### config.mk
export PLATFORM = sky130hd
export DESIGN_NAME = sram_fifo_ctrl_150b_512_flat
export DESIGN_NICKNAME = d
export VERILOG_FILES = /design/src/rtl/sram_fifo_ctrl_150b_512_if.sv /design/src/rtl/sram_fifo_ctrl_150b_512.sv /design/src/flat_wrapper.sv
export SDC_FILE = /design/constraint.sdc
export NUM_CORES = 1
export LEC_CHECK = 0
export BUFFER_PORTS_ARGS = -buffer_cell sky130_fd_sc_hd__buf_2
export CORE_MARGIN = 5
export CORE_UTILIZATION = 45
export CTS_CLUSTER_SIZE = 14
export DETAILED_ROUTE_END_ITERATION = 16
export PLACE_DENSITY = 0.68
export SLEW_MARGIN = 20
export SYNTH_ARGS = -nofsm -noshare
export SYNTH_HDL_FRONTEND = slang
export SYNTH_SLANG_ARGS = --single-unit
### constraint.sdc
create_clock -name clk0 -period 40.4 [get_ports clk0]
set_input_delay 6.06 -clock clk0 [delete_from_list [all_inputs] [get_ports clk0]]
set_output_delay 6.06 -clock clk0 [all_outputs]
set_load 0.005 [all_outputs]
### src/rtl/sram_fifo_ctrl_150b_512_if.sv
// Push and pop valid/ready streams of the SRAM-backed FIFO controller.
// The master drives pushes and consumes pops; the controller is the slave.
interface sram_fifo_ctrl_150b_512_if #(
  parameter int DATA_WIDTH = 150
);
  logic                  in_valid;
  logic                  in_ready;
  logic [DATA_WIDTH-1:0] in_data;
  logic                  out_valid;
  logic                  out_ready;
  logic [DATA_WIDTH-1:0] out_data;

  modport master (
    output in_valid,
    output in_data,
    output out_ready,
    input  in_ready,
    input  out_valid,
    input  out_data
  );

  modport slave (
    input  in_valid,
    input  in_data,
    input  out_ready,
    output in_ready,
    output out_valid,
    output out_data
  );
endinterface

### src/rtl/sram_fifo_ctrl_150b_512.sv
// Streaming FIFO controller time-sharing one single-port 150x512 SRAM macro
// between pushes and pops, with a small shift-register prefetch buffer on the pop side.
module sram_fifo_ctrl_150b_512 #(
  parameter int DATA_WIDTH = 150,
  parameter int ADDR_WIDTH = 9,
  parameter int OBUF_DEPTH = 3
) (
  input  logic                      clk0,
  input  logic                      rst_n,
  sram_fifo_ctrl_150b_512_if.slave  bus,
  output logic [ADDR_WIDTH:0]       level,
  output logic                      sram_csb0,
  output logic                      sram_web0,
  output logic [ADDR_WIDTH-1:0]     sram_addr0,
  output logic [DATA_WIDTH-1:0]     sram_din0,
  input  logic [DATA_WIDTH-1:0]     sram_dout0
);

  localparam int DEPTH = 1 << ADDR_WIDTH;
  localparam int CNT_W = ADDR_WIDTH + 1;
  localparam int OB_W  = $clog2(OBUF_DEPTH + 1);

  typedef enum logic [1:0] {
    OP_IDLE,
    OP_READ,
    OP_WRITE
  } sram_op_e;

  logic [ADDR_WIDTH-1:0] wptr;
  logic [ADDR_WIDTH-1:0] rptr;
  logic [CNT_W-1:0]      sram_cnt;
  logic                  rd_inflight;
  logic [DATA_WIDTH-1:0] obuf [OBUF_DEPTH];
  logic [OB_W-1:0]       obuf_cnt;
  logic [ADDR_WIDTH-1:0] addr_hold;
  logic [DATA_WIDTH-1:0] din_hold;

  sram_op_e              op;
  logic                  rd_issue;
  logic                  push_ready;
  logic                  pop;
  logic                  capture;
  logic [OB_W:0]         obuf_claimed;
  logic [OB_W-1:0]       obuf_wr_idx;

  // A read is only worth issuing while its result is guaranteed a slot in obuf.
  assign obuf_claimed = {1'b0, obuf_cnt} + (OB_W+1)'(rd_inflight);
  assign rd_issue     = rst_n && (sram_cnt != '0) &&
                        (obuf_claimed < (OB_W+1)'(OBUF_DEPTH));
  assign push_ready   = rst_n && (sram_cnt < CNT_W'(DEPTH)) && !rd_issue;

  assign bus.in_ready  = push_ready;
  assign bus.out_valid = (obuf_cnt != '0);
  assign bus.out_data  = obuf[0];

  assign pop         = bus.out_valid && bus.out_ready;
  assign capture     = rd_inflight;
  assign obuf_wr_idx = obuf_cnt - OB_W'(pop);

  assign level = sram_cnt + CNT_W'(rd_inflight) + CNT_W'(obuf_cnt);

  always_comb begin
    op = OP_IDLE;
    if (rd_issue) begin
      op = OP_READ;
    end else if (bus.in_valid && push_ready) begin
      op = OP_WRITE;
    end
  end

  // Idle cycles keep address and data pins parked on the last issued values.
  always_comb begin
    sram_csb0  = 1'b1;
    sram_web0  = 1'b1;
    sram_addr0 = addr_hold;
    sram_din0  = din_hold;
    case (op)
      OP_READ: begin
        sram_csb0  = 1'b0;
        sram_addr0 = rptr;
      end
      OP_WRITE: begin
        sram_csb0  = 1'b0;
        sram_web0  = 1'b0;
        sram_addr0 = wptr;
        sram_din0  = bus.in_data;
      end
      default: begin
      end
    endcase
  end

  always_ff @(posedge clk0) begin
    if (!rst_n) begin
      wptr        <= '0;
      rptr        <= '0;
      sram_cnt    <= '0;
      rd_inflight <= 1'b0;
      obuf_cnt    <= '0;
      addr_hold   <= '0;
      din_hold    <= '0;
    end else begin
      case (op)
        OP_READ: begin
          rptr      <= rptr + 1'b1;
          sram_cnt  <= sram_cnt - 1'b1;
          addr_hold <= rptr;
        end
        OP_WRITE: begin
          wptr      <= wptr + 1'b1;
          sram_cnt  <= sram_cnt + 1'b1;
          addr_hold <= wptr;
          din_hold  <= bus.in_data;
        end
        default: begin
        end
      endcase
      rd_inflight <= (op == OP_READ);
      obuf_cnt    <= obuf_cnt + OB_W'(capture) - OB_W'(pop);
    end
  end

  // Captured read data lands behind the surviving entries, so a simultaneous pop keeps order.
  always_ff @(posedge clk0) begin
    if (!rst_n) begin
      for (int i = 0; i < OBUF_DEPTH; i++) begin
        obuf[i] <= '0;
      end
    end else begin
      for (int i = 0; i < OBUF_DEPTH; i++) begin
        if (capture && (obuf_wr_idx == OB_W'(i))) begin
          obuf[i] <= sram_dout0;
        end else if (pop) begin
          obuf[i] <= obuf[(i < OBUF_DEPTH-1) ? i+1 : i];
        end
      end
    end
  end

endmodule

### src/flat_wrapper.sv
// flat-port wrapper written by rule: the top's interface ports become plain ports
module sram_fifo_ctrl_150b_512_flat 
#(
  parameter int DATA_WIDTH = 150,
  parameter int ADDR_WIDTH = 9,
  parameter int OBUF_DEPTH = 3
)
  (clk0, rst_n, level, sram_csb0, sram_web0, sram_addr0, sram_din0, sram_dout0, bus_in_valid, bus_in_data, bus_out_ready, bus_in_ready, bus_out_valid, bus_out_data);
  sram_fifo_ctrl_150b_512_if #(.DATA_WIDTH(DATA_WIDTH)) bus_i ();
  input  logic clk0;
  input  logic rst_n;
  output logic [ADDR_WIDTH:0] level;
  output logic sram_csb0;
  output logic sram_web0;
  output logic [ADDR_WIDTH-1:0] sram_addr0;
  output logic [DATA_WIDTH-1:0] sram_din0;
  input  logic [DATA_WIDTH-1:0] sram_dout0;
  input wire logic [$bits(bus_i.in_valid)-1:0] bus_in_valid;
  input wire logic [$bits(bus_i.in_data)-1:0] bus_in_data;
  input wire logic [$bits(bus_i.out_ready)-1:0] bus_out_ready;
  output wire logic [$bits(bus_i.in_ready)-1:0] bus_in_ready;
  output wire logic [$bits(bus_i.out_valid)-1:0] bus_out_valid;
  output wire logic [$bits(bus_i.out_data)-1:0] bus_out_data;
  assign bus_i.in_valid = bus_in_valid;
  assign bus_i.in_data = bus_in_data;
  assign bus_i.out_ready = bus_out_ready;
  assign bus_in_ready = bus_i.in_ready;
  assign bus_out_valid = bus_i.out_valid;
  assign bus_out_data = bus_i.out_data;
  sram_fifo_ctrl_150b_512 #(.DATA_WIDTH(DATA_WIDTH), .ADDR_WIDTH(ADDR_WIDTH), .OBUF_DEPTH(OBUF_DEPTH)) u_core (.clk0(clk0), .rst_n(rst_n), .bus(bus_i), .level(level), .sram_csb0(sram_csb0), .sram_web0(sram_web0), .sram_addr0(sram_addr0), .sram_din0(sram_din0), .sram_dout0(sram_dout0));
endmodule
; ---- Word level (Yosys, flattened, before mapping)
; Memories as Yosys holds them, arrays and structs flattened.
; Cells that the tools add are included.
[op_classes]
addsub = 10
n_lt_le_gt_ge = 2
n_eq_ne = 4
mux = 33
bitwise_logic = 6
n_reduce_logical = 15
[op_table]
columns = operator, count
row1 = 150-bit two-way mux, 7
row2 = 1-bit two-way mux, 22
row3 = 10-bit case mux with 2 select lines, 1
row4 = 9-bit by 1-bit adder with 9-bit output (second input constant), 2
row5 = 9-bit case mux with 2 select lines, 1
row6 = 10-bit by 1-bit adder with 10-bit output, 1
row7 = 10-bit by 1-bit adder with 10-bit output (second input constant), 1
row8 = 10-bit by 2-bit adder with 10-bit output, 1
row9 = 10-bit < comparator (second input constant), 1
row10 = 10-bit nonzero test, 1
row11 = 10-bit by 1-bit subtractor with 10-bit output (second input constant), 1
row12 = 1-bit logical AND, 9
row13 = 1-bit bitwise OR, 6
row14 = 2-bit by 1-bit equality test with 1-bit output (second input constant), 2
row15 = 2-bit equality test (second input constant), 2
row16 = 2-bit two-way mux, 2
row17 = 2-bit nonzero test, 2
row18 = 2-bit by 1-bit subtractor with 2-bit output, 2
row19 = 2-bit by 1-bit adder with 3-bit output, 1
row20 = 3-bit by 2-bit < comparator with 1-bit output (second input constant), 1
row21 = 2-bit by 1-bit adder with 2-bit output, 1
row22 = 2-bit zero test, 1
row23 = 2-bit OR reduction, 1
row24 = 1-bit zero test, 1
[totals]
ff_bits = 190
ramBits = 450
elab_cells = 78
mem_count = 1
[mem_list]
columns = memory, words, word_bits, read_ports, rd_ports_with_merged_regs, write_ports, line_no
row1 = u_core.obuf, 3, 150, 3, 0, 3, sram_fifo_ctrl_150b_512.sv:33  ; logic [DATA_WIDTH-1:0] obuf [OBUF_DEPTH];

; ---- Logic depth before layout (Yosys ltp)
[depth]
depth_word = 11
ltp_mapped = 15
ltp_nobuf = 13

; ---- Least setup slack after synthesis
; OpenSTA, ideal clock, no wires.
[synth_path]
path_type = input to register
startpoint = input port bus_out_ready
endpoint = memory u_core.obuf[2][0] (enable)
setup_time_ns = 0.881
arrival_ns = 17.580
required_ns = 39.519
path_slack_ns = 21.940
path_stages = 5
n_path_buf = 0
cell_sequence = nand2_1 -> inv_1 -> ha_1 -> xnor2_1 -> o31ai_1
[synth_rtl]
columns = item, line_no
row1 = from (decl), flat_wrapper.sv:20  ; input wire logic [$bits(bus_i.out_ready)-1:0] bus_out_ready;
row2 = to (decl), sram_fifo_ctrl_150b_512.sv:33

; ---- Worst setup path after layout
[layout_path]
startpoint = input port rst_n
endpoint = output port sram_din0[22]
[layout_via]
elab_chain_len = 9
word_cells_on_any_way = 10
cone_classes = eq/ne (1) / mux (3) / reduce/logical (6)
[layout_lines]
columns = item, line_no
row1 = from (decl), flat_wrapper.sv:11  ; input logic rst_n;
row2 = 1-bit logical AND (2 in series), sram_fifo_ctrl_150b_512.sv:48  ; assign rd_issue = rst_n && (sram_cnt != '0) &&
row3 = 1-bit zero test, sram_fifo_ctrl_150b_512.sv:50  ; assign push_ready = rst_n && (sram_cnt < CNT_W'(DEPTH)) && !rd_issue;
row4 = 1-bit logical AND, sram_fifo_ctrl_150b_512.sv:50
row5 = 1-bit logical AND, sram_fifo_ctrl_150b_512.sv:66  ; end else if (bus.in_valid && push_ready) begin
row6 = 2-bit two-way mux, sram_fifo_ctrl_150b_512.sv:66
row7 = 2-bit two-way mux *, sram_fifo_ctrl_150b_512.sv:64  ; if (rd_issue) begin
row8 = 2-bit equality test *, sram_fifo_ctrl_150b_512.sv:77  ; case (op)
row9 = 150-bit two-way mux *, -
row10 = to (decl), flat_wrapper.sv:16  ; output logic [DATA_WIDTH-1:0] sram_din0;
; Every way passes the cells marked *; elsewhere a longest branch is shown, timed or not.

==> metrics.md <==
| Metric | Value |
|---|---|
| Status | `complete, no violations` |
| Capture point of the worst reg-to-reg path | `u_core.obuf[1][126]$_SDFFCE_PP0P_` |
| Initial antenna violation count | `35` |
| Clk_lat worst skew | `0.60 ns` |
| Worst r2r src | `u_core.obuf_cnt[1]$_SDFF_PN0_` |
| First-pass GRT wire length | `120000 µm` |
| RSZ-0062 raised after global routing | `no` |
| YS warnings | `0` |
| Post-synthesis sequential area ratio | `0.625` |
| CTS tree | `yes` |
| Area of the multi-input gates | `9560 µm²` |
| Via-to-Cell Ratio | `5.27` |
| PostCTS Resize Cnt | `0` |
| Core area | `61400 µm²` |
| Worst Setup Start Kind | `input port` |
| Fillers | `5223` |
| Worst Hold Path Cells | `1` |
| Largest net degree at the start of global routing | `157` |
| Initial Utilization | `0.452` |
| Mean post-synth cell area | `11.6 µm²` |
| Syn Nets | `2714` |
| HP Start | `u_core.wptr[7]$_SDFFE_PN0P_` |
| Setup bufs post-CTS | `0` |
| Setup TNS Final | `0 ns` |
| Fraction of layout instances using a drive strength above 1 | `0.302` |
| VDD IR max | `0.0363 mV` |
| Yosys top cell by area | `edfxtp_1` |
| Tmin final | `15.64 ns` |
| Hold EP | `u_core.wptr[7]$_SDFFE_PN0P_` |
| CP required | `34.34 ns` |
| CTS Buffer Depth | `3` |
| Sink Count | `640` |
| CTS root buf | `clkbuf_16` |
| Final setup vio count | `0` |
| Endpoint class of the critical path | `output port` |
| Post-synth EDFFs | `450` |
| Hold crit path type | `reg2reg` |
| Critical setup path kind | `in2out` |
| Htree depth | `3` |
| Worst EP arrival | `9.58 ns` |
| Synth area leaders | `edfxtp_1 49%, dfxtp_1 14%, nand2_1 8.5%` |
| Routed WL per cell | `21.0 µm` |
| Final hold vios | `0` |
| Die H | `258 µm` |
| Num rows | `91` |
| FMAX | `64.0 MHz` |
| Vias | `20100` |
| Clk pin slew, worst setup/hold paths | `0.05 ns` |
| Drt drc | `0` |
| Post-DP Area | `31200 µm²` |
| P&R area growth vs syn | `20.6%` |
| Setup Skew | `0.0147 ns` |
| Worst slew pin tran | `1.13 ns` |
| 1st-iter DRT viols | `1661` |
| Overflow after GRT | `0` |
| Syn Inst Count | `2392` |
| Most frequent cells in the layout | `630 x nand2_1, 625 x buf_2, 450 x edfxtp_1` |
| Rel. slew slack | `0.248` |
| Max-cap violations | `0` |
| Routed wire length | `79800 µm` |
| Hold_buf cts | `0` |
| Synth Flop Type | `edfxtp_1` |
| Design area | `33400 µm²` |
| Synth cell types | `52` |
| Final ANT Viol Nets | `0` |
| CTS Buf Count | `71` |
| TritonRoute pass-1 iters | `7` |
| Top cell type's share of synthesized area | `0.487` |
| Die Wd | `258 µm` |
| Commonest non-fill, non-tap cell in the layout | `nand2_1` |
| GPL Wtd Cong | `0.921` |
| CP Max Fanout | `102` |
| # port buffers | `626` |
| Global Route Usage Sum | `0.229` |
| I/O pin total | `627` |
| Vias in the first global route | `19900` |
| Slew Limit Fails | `0` |
| FFs w/ async S/R, synth | `0` |
| #FFs+latches synth | `640` |
| HPWL after DPL | `52400 µm` |
| Crit share post-route | `0.387` |
| Reg area | `17300 µm²` |
| Leakage | `14.6 nW` |
| Die area | `66700 µm²` |
| Mapped cell area | `27700 µm²` |
| R2R setup slack | `35.62 ns` |
| R2R cell count | `9` |
| Final #Nets | `3275` |
| Power per cell area | `66.6 nW/µm²` |
[cell families (layout without fill, tap and decap cells)]
| family | after synthesis | after routing | share of synthesized area |
|---|---|---|---|
| multiplexers | 170 | 170 | 0.0871 |
| buffers and inverters | 172 | 782 | 0.0341 |
| flip-flops | 640 | 640 | 0.625 |
| XOR/XNOR | 23 | 23 | 0.00727 |
| AND/OR/NAND/NOR | 1024 | 1024 | 0.173 |
| other | 0 | 16 | 0 |
| adder cells (fa/ha/maj) | 18 | 18 | 0.00894 |
| AO/OA/AOI/OAI | 345 | 345 | 0.0645 |
[cell type report]
type                            count  share of cell area
Timing Repair Buffer              647              0.0986
Clock buffer                      100              0.0596
Sequential cell                   640               0.518
Inverter                           13             0.00168
Antenna cell                       16             0.00120
Multi-Input combinational cell   1580               0.286
Tap cell                          790              0.0296
Clock inverter                     22             0.00532
[through the flow]
stage | util | std cells | hold slack (ns) | total power, mW | setup slack [ns]
floorplan | - | 2392 | 0.446 | 1.40 | 21.94
global placement | 0.509 | 3670 | 0.467 | 1.62 | 24.98
detailed placement | 0.509 | 3670 | 0.479 | 1.63 | 24.85
CTS | 0.544 | 3792 | 0.492 | 2.25 | 24.84
global route | 0.544 | 3802 | 0.506 | 2.34 | 24.60
finish | 0.545 | 3808 | 0.494 | 2.22 | 24.76
[state kept, by name (all words and copies together), names as in the netlist]
| name | cells |
|---|---|
| u_core.obuf | 450 |
| u_core.din_hold | 150 |
| u_core.sram_cnt | 10 |
| u_core.addr_hold | 9 |
| u_core.rptr | 9 |
| u_core.wptr | 9 |
| u_core.obuf_cnt | 2 |
| u_core.capture | 1 |
[synth_stat cells (2+ instances only)]
cell / n
nand2_1: 631
a2111oi_0: 2
o31ai_1: 2
a21o_1: 3
buf_12: 15
inv_2: 3
nand4_1: 8
nor2_1: 20
a21oi_1: 309
dfxtp_1: 190
and4_1: 4
nor4_4: 2
fa_1: 3
nor3_1: 3
a211oi_1: 4
and2_1: 312
clkbuf_1: 104
mux2_2: 10
and3_1: 7
inv_1: 10
xnor2_1: 14
buf_1: 3
nand3_1: 25
o21ai_0: 11
o21a_1: 3
edfxtp_1: 450
ha_1: 15
mux2_4: 140
o21ai_1: 2
nor2b_1: 3
buf_2: 35
o211ai_1: 2
mux2i_1: 20
xor2_1: 9
[routing by layer]
metal / up-vias / global-route usage / part of all wire
li1: 9320 / - / -
met1: 9720 / 0.282 / 0.38
met2: 853 / 0.391 / 0.50
met3: 161 / 0.0577 / 0.083
met4: 24 / 0.0834 / 0.034
met5: - / 0 / 0.0019
[worst max-delay path: stages]
cell and delay (ns):
buf_4 0.23, nor2b_1 0.22, and2_1 0.33, nand2_4 0.17, nand2_2 0.20, inv_8 0.67
buf_4 0.89, mux2_4 0.37, buf_2 0.14
[how the worst max path moves through the flow]
stage	start	endpoint	slack (ns)	depth (start not counted)
after detailed placement	rst_n	sram_din0[88]	24.85	9
after global routing	rst_n	sram_din0[40]	24.60	9
after floorplan	bus_out_ready	u_core.obuf[2][0]$_SDFFCE_PP0P_	21.94	5
after global placement	rst_n	sram_din0[88]	24.98	9
after CTS	rst_n	sram_din0[22]	24.84	9
final	rst_n	sram_din0[22]	24.76	9
[report_power, final]
| group | total, mW | switching [mW] | leakage, nW | internal [mW] |
|---|---|---|---|---|
| clock network | 0.611 | 0.255 | 1.06 | 0.356 |
| registers | 1.01 | 0.0638 | 6.31 | 0.946 |
| logic | 0.604 | 0.385 | 7.22 | 0.219 |
| total | 2.22 | 0.704 | 14.6 | 1.52 |
No activity file was read; power rests on OpenSTA's default activity.
